$ cat src/rtl/inst_cache.sv
// Direct-mapped, one-word-per-line instruction cache. Hits are answered combinationally;
// misses refill one word from the memory controller through a two-state FSM.
module inst_cache #(
    parameter int unsigned INDEX_WIDTH = 6
) (
    input  logic        clk,
    input  logic        rst,
    input  logic        rdy,
    input  logic        IC_able_read,
    input  logic [31:0] IC_inst_addr,
    output logic        IC_inst_valid,
    output logic [31:0] IC_inst,
    output logic        MC_req,
    output logic [31:0] MC_addr,
    input  logic        MC_valid,
    input  logic [31:0] MC_data
);

    localparam int unsigned Lines    = 1 << INDEX_WIDTH;
    localparam int unsigned TagWidth = 30 - INDEX_WIDTH;

    typedef enum logic [0:0] {StIdle, StWait} state_e;

    state_e                 state_q, state_d;
    logic                   mc_req_q, mc_req_d;
    logic [31:0]            mc_addr_q, mc_addr_d;
    logic [INDEX_WIDTH-1:0] fill_idx_q, fill_idx_d;
    logic [TagWidth-1:0]    fill_tag_q, fill_tag_d;
    logic                   fill_we;

    logic [Lines-1:0]       valid_q;
    logic [TagWidth-1:0]    tag_arr  [Lines];
    logic [31:0]            data_arr [Lines];

    logic [INDEX_WIDTH-1:0] req_idx;
    logic [TagWidth-1:0]    req_tag;
    logic                   hit;
    logic                   unused_addr_bits;

    assign req_idx          = IC_inst_addr[INDEX_WIDTH+1:2];
    assign req_tag          = IC_inst_addr[31:INDEX_WIDTH+2];
    assign unused_addr_bits = ^IC_inst_addr[1:0];

    // Lookup always uses the live address, so a stale refill is never shown for a redirect.
    assign hit           = rdy & IC_able_read & valid_q[req_idx] & (tag_arr[req_idx] == req_tag);
    assign IC_inst_valid = hit;
    assign IC_inst       = hit ? data_arr[req_idx] : 32'h0;
    assign MC_req        = mc_req_q;
    assign MC_addr       = mc_addr_q;

    always_comb begin
        state_d    = state_q;
        mc_req_d   = mc_req_q;
        mc_addr_d  = mc_addr_q;
        fill_idx_d = fill_idx_q;
        fill_tag_d = fill_tag_q;
        fill_we    = 1'b0;
        unique case (state_q)
            StIdle: begin
                if (IC_able_read && !hit) begin
                    mc_req_d   = 1'b1;
                    mc_addr_d  = {IC_inst_addr[31:2], 2'b00};
                    fill_idx_d = req_idx;
                    fill_tag_d = req_tag;
                    state_d    = StWait;
                end else begin
                    mc_req_d = 1'b0;
                end
            end
            StWait: begin
                if (MC_valid) begin
                    fill_we  = 1'b1;
                    mc_req_d = 1'b0;
                    state_d  = StIdle;
                end
            end
            default: state_d = StIdle;
        endcase
    end

    always_ff @(posedge clk) begin
        if (!rst) begin
            state_q    <= StIdle;
            mc_req_q   <= 1'b0;
            mc_addr_q  <= 32'h0;
            fill_idx_q <= '0;
            fill_tag_q <= '0;
            valid_q    <= '0;
        end else if (rdy) begin
            state_q    <= state_d;
            mc_req_q   <= mc_req_d;
            mc_addr_q  <= mc_addr_d;
            fill_idx_q <= fill_idx_d;
            fill_tag_q <= fill_tag_d;
            if (fill_we) begin
                valid_q[fill_idx_q] <= 1'b1;
            end
        end
    end

    // Tag/data storage carries no reset; the valid bits alone qualify it.
    always_ff @(posedge clk) begin
        if (rst && rdy && fill_we) begin
            tag_arr[fill_idx_q]  <= fill_tag_q;
            data_arr[fill_idx_q] <= MC_data;
        end
    end

endmodule

$ cat config.mk
export PLATFORM = sky130hd
export DESIGN_NAME = inst_cache
export DESIGN_NICKNAME = d
export VERILOG_FILES = /design/src/rtl/inst_cache.sv
export SDC_FILE = /design/constraint.sdc
export NUM_CORES = 2
export LEC_CHECK = 0
export CORE_MARGIN = 8
export CORE_UTILIZATION = 55
export CTS_CLUSTER_SIZE = 8
export DETAILED_ROUTE_END_ITERATION = 6
export PLACE_DENSITY = 0.74
export SLEW_MARGIN = 20
export SYNTH_ARGS = -nofsm -noshare
export SYNTH_HDL_FRONTEND = slang
export SYNTH_SLANG_ARGS = --single-unit
$ cat constraint.sdc
create_clock -name clk -period 6.27 [get_ports clk]
set_input_delay 1.254 -clock clk [delete_from_list [all_inputs] [get_ports clk]]
set_output_delay 1.254 -clock clk [all_outputs]
set_load 0.01 [all_outputs]
# == Word-level counts from Yosys, hierarchy flattened ==
# Memory sizes are Yosys's and may differ from the RTL's.
# Cells that the tools add are included.
# totals
regBits,126
ram_bits,3584
input_bits,69
output_inout_bits,66
wordCells,40
memories,2
# mem_list
name,words,width,read_ports,rd_ports_with_merged_regs,wr,line_no,rtl
data_arr,64,32,1,0,1,33,logic [31:0] data_arr [Lines];
tag_arr,64,24,1,0,1,32,logic [TagWidth-1:0] tag_arr [Lines];
# classes
n_lt_le_gt_ge,3
n_eq_ne,2
mux,14
bitwise_logic,5
reduce_logical,8
# ops
operator,count
64-bit OR,1
32-bit 2-to-1 mux,1
24-bit equality test,1
"6-bit by 7-bit less-than comparator with 1-bit output, second input constant",2
1-bit 2-to-1 mux,9
1-bit binary-select mux with 6-bit select,1
1-bit demux with 6-bit select,1
"6-bit by 1-bit greater-or-equal comparator with 1-bit output, second input constant",1
1-bit logical AND,4
1-bit case mux with 2 select lines,2
2-bit AND reduction,2
1-bit bitwise AND,3
3-bit AND reduction,1
"2-bit inequality test, second input constant",1
1-bit logical NOT,1
1-bit inverter,1

# == Longest topological paths before layout ==
# logic_depth
depth_word,8
ltp_mapped,18
depth_no_buf,9

# == Worst setup path after synthesis ==
# No wires, ideal clock.
# synth_timing
kind,input to output
startpoint,input port IC_inst_addr[4]
endpoint,output port IC_inst[0]
t_arrival_ns,4.959
required_time_ns,5.016
slack_ns,0.057
path_stages,13
path_buffers,5
cell_sequence,buf_2 > buf_2 > buf_1 > clkbuf_1 > mux4_2 > o22ai_1 > o41ai_1 > o31ai_2 > xnor2_1 > or4_1 > or4_1 > buf_2 > a2111oi_1
# synth_between
elab_chain_cells,5
word_cells_on_any_way,8
classes_between,eq/ne: 1; mux: 3; bitwise: 2; memory: 2
# synth_lines
element,line_no,rtl
from (decl),10,"input logic [31:0] IC_inst_addr,"
branches (longest 4 deep; another with memory read 64 x 24 bit),--,
32-bit 2-to-1 mux (*),47,assign IC_inst = hit ? data_arr[req_idx] : 32'h0;
to (decl),12,"output logic [31:0] IC_inst,"
# Mark *: on every way between the ends. The select of a mux whose other input is x is not followed.

# == Worst setup path in the final report ==
# layout_timing
startpoint,input port IC_inst_addr[4]
endpoint,output port IC_inst[15]
# The elaborated chain is that of the path after synthesis.

==> results.ini <==
[outcome]
status = complete, but fails checks
violations = setup timing

[worst_hold_path]
holdCritStartpoint = valid_q[15]
worstHoldPathCells = 1
min_to = valid_q[15]
hold_path.class = flop to flop

[critical_path]
timing.rr.end = fill_tag_q[17]
crit_path_end_kind = output pin
r2r_cells = 12
worstPathRequired_ns = 5.02
setup.worst_path.start_class = input port
critPathSlowestCell = or4_4
rr_startpoint = tag_arr[47][1]
path_max_fanout = 8
crit_type = input port to output pin
ff2ff_setup_slack_ns = 1.84
max_stage_delay_ns = 0.61
cp.arrival_ns = 5.11
crit_chain = buf_8 -> buf_12 -> buf_4 -> nor2b_1 -> buf_4 -> buf_4 -> a22oi_1 -> nand2_1 -> o22ai_1 -> nor4_2 -> buf_4 -> xnor2_2 -> a211o_1 -> or4_4 -> buf_12 -> buf_16 -> nor3b_4 -> buf_2
worst_path_most_repeated_cell = buf_4

[placed_design]
hpwl_um = 210000
dp_slack_ns = -1.24
io_buffers = 130
place_area_um2 = 151000
gp_congestion = 0.865

[synthesis]
synth_cell_types = 73
yosys.area_share.adder_pct = 0
synth_compound_area_share_pct = 2.29
postSynthAreaPerCell_um2 = 23.1
yosysSeqAreaShare_pct = 77.5
synth_xor_area_share_pct = 0.124
ys_ff_latch = 3680
synth_common_cells = edfxtp_1 (3,584), mux4_2 (997), mux2i_1 (177)
synthTopCellsByArea = edfxtp_1 (76%), mux4_2 (16%), dfxtp_1 (1.4%)
ys_async_sr_fraction_pct = 0
synth_cells = 6117
synth_ff_type = edfxtp_1
synth_edf_count = 3584
synthMuxAreaShare_pct = 17.2
yosysMostFrequentCell = edfxtp_1
synth_area_um2 = 141000
yosys.area_share.simple_pct = 1.61
yosysTopAreaCell = edfxtp_1
synth_top_family_by_area = multiplexers
synth_top_area_share_pct = 76.1
ys_warn_count = 0

[floorplanning]
std_cell_rows = 186
core_um2 = 256000
floorplan.initialDensity_pct = 55.2
ios = 135
dieArea_um2 = 274000
die_w_um = 523
die-height_um = 523

[pwr]
power.leakage_uw = 0.0556
totalPowerFinal_uw = 56200
pwr-share-clk_pct = 46.6
internal_power_uw = 44400
p_seq_share_pct = 48.6
power_density_nw_per_um2 = 334
irDropWorstVdd_uv = 396
switching_power_uw = 11800
combPwrFrac_pct = 4.8
switching_share_pct = 21.0

[clocking]
clkSlewWorstSetupHoldPaths_ns = 0.05
cts_tree = yes
cts_buffer_depth = 4
htree_num_levels = 6
clk_latency_ns = 0.99
cts_buffers = 543
root_buffer = clkbuf_16
postCtsHoldBufs = 0
clock-sinks = 3680

[route]
wl_per_cell_um = 41.3
routed_wirelength_um = 436000
vias_per_cell = 7.22
dr.first_iter.drc_count = 12900
dr.pass1.iters = 7
ant_nets = 0
drc = 0
num_vias = 76300

[timing]
drv_slew = 0
post-route-min-period_ns = 6.36
rsz0062_at_grt = true
setup_viol = 14
period_share_pct = 101
relSlewSlack_pct = 18.0
tightest_slew_ns = 1.23
timing.final.ws_setup_ns = -0.0936
skew_ns = 0.0666
hold_viol = 0
fmax_ghz = 0.157

[global_routing]
overflow = 0
grt_pass1_wl_um = 592000
grt_max_degree = 137
antenna_found_initial = 11
grt_pass1_vias = 77000
track_usage_pct = 31.0

[cells_and_area]
stdcell_area_um2 = 168000
final_nets = 7135
synthToLayoutAreaGrowth_pct = 18.9
drive_gt1_share_pct = 35.0

[job]
max_cap_violations = 0

==> cells in the final DEF (no fill, tap or decap), types with 12 or more instances in the layout <==
cell,instances
diode_2,12
and3_1,35
a22oi_1,86
a2bb2oi_1,31
nand3_1,38
buf_12,113
nor2b_1,23
o22ai_1,29
edfxtp_1,3584
nor2_4,65
clkbuf_16,569
nand2_1,107
clkinv_8,12
mux4_2,997
clkdlybuf4s50_1,61
a211oi_1,14
nand3b_1,12
o311ai_1,30
buf_16,24
buf_2,43
nor3_1,14
dfxtp_1,72
a21o_1,64
nor3b_2,16
clkbuf_1,64
dfxtp_2,16
a21oi_1,22
nand4_1,18
buf_4,462
buf_6,35
nor2_1,34
mux2i_1,164
o31ai_1,32
==> kinds of logic (layout without fill, tap and decap cells) <==
kind of cell              Yosys count  after routing
DFF                              3680           3680
muxes                            1185           1185
and+or+nand+nor                   441            441
AOI/OAI and AO/OA                 428            428
buffers and inverters             362           1419
xor gates and xnor gates           20             20
other                               1             14
==> worst max path at each step <==
| stage | from | to | slack, ns |
|---|---|---|---|
| CTS | IC_inst_addr[3] | IC_inst[15] | -0.17 |
| floorplan | IC_inst_addr[4] | IC_inst[0] | 0.06 |
| detailed placement | IC_inst_addr[2] | IC_inst[15] | -1.24 |
| global placement | IC_inst_addr[2] | IC_inst[15] | -2.19 |
| global route | IC_inst_addr[3] | IC_inst[0] | -0.09 |
| finish | IC_inst_addr[4] | IC_inst[15] | -0.09 |
==> flip-flops by register name, indices dropped and copies added (netlist names) <==
name / flops
tag_arr: 1536
data_arr: 2048
valid_q: 64
fill_idx_q: 5
state_q: 1
MC_addr: 1
fill_tag_q: 24
MC_req: 1
==> critical path: cells and delay by family <==
family	cells	cell delay (ns)
AOI/OAI and AO/OA	3	0.80
xor gates and xnor gates	1	0.16
buffers and inverters	9	1.58
and+or+nand+nor	5	1.26
==> cell type report <==
type,instances,area [um^2]
multi-input combinational,2076,31400
sequential,3680,110000
fill,15200,88200
inverter,8,37.5
timing repair buffer,757,7990
tap,3384,4230
clock buffer,627,14300
antenna,12,30.0
clock inverter,27,408
==> layer usage <==
metal / part of all wire [%] / routed length, um / track usage [%] / up-vias
met5: 0.0094 / 41 / 0 / -
met4: 6.4 / 28100 / 16.6 / 6
met3: 14 / 60600 / 9.07 / 1585
met2: 47 / 206000 / 48.9 / 7220
met1: 32 / 141000 / 39.3 / 39400
li1: - / - / - / 28100
==> metrics by stage <==
| stage | std cells | hold WS (ns) | TNS [ns] | util, % |
|---|---|---|---|---|
| 6_report | 10600 | 0.447 | -0.427 | 65.6 |
| 5_1_grt | 10600 | 0.458 | -0.851 | 65.6 |
| 4_1_cts | 10500 | 0.446 | -1.19 | 65.2 |
| 3_5_place_dp | 9820 | 0.435 | -32.05 | 58.9 |
| 3_3_place_gp | 9817 | 0.427 | -78.54 | 58.9 |
| 2_1_floorplan | 6118 | 0.421 | 0 | - |
==> power groups by stage <==
stage | clock, uW | combinational [uW] | sequential, uW
final | 26200 | 2710 | 27300
after global routing | 27200 | 2790 | 27300
after CTS | 26200 | 2580 | 27300
after detailed placement | 0 | 2430 | 27800
after global placement | 0 | 2370 | 27700
after floorplan | 0 | 1330 | 27800
==> what timing repair did <==
action                     4_1_cts  5_1_grt
cloned                          12        7
setup endpoints to repair       33       33
hold endpoints to repair         0        0
buffers inserted                28       48
pin swaps                       26       53
gates resized for setup        237      133
No activity file was read; power rests on OpenSTA's default activity.
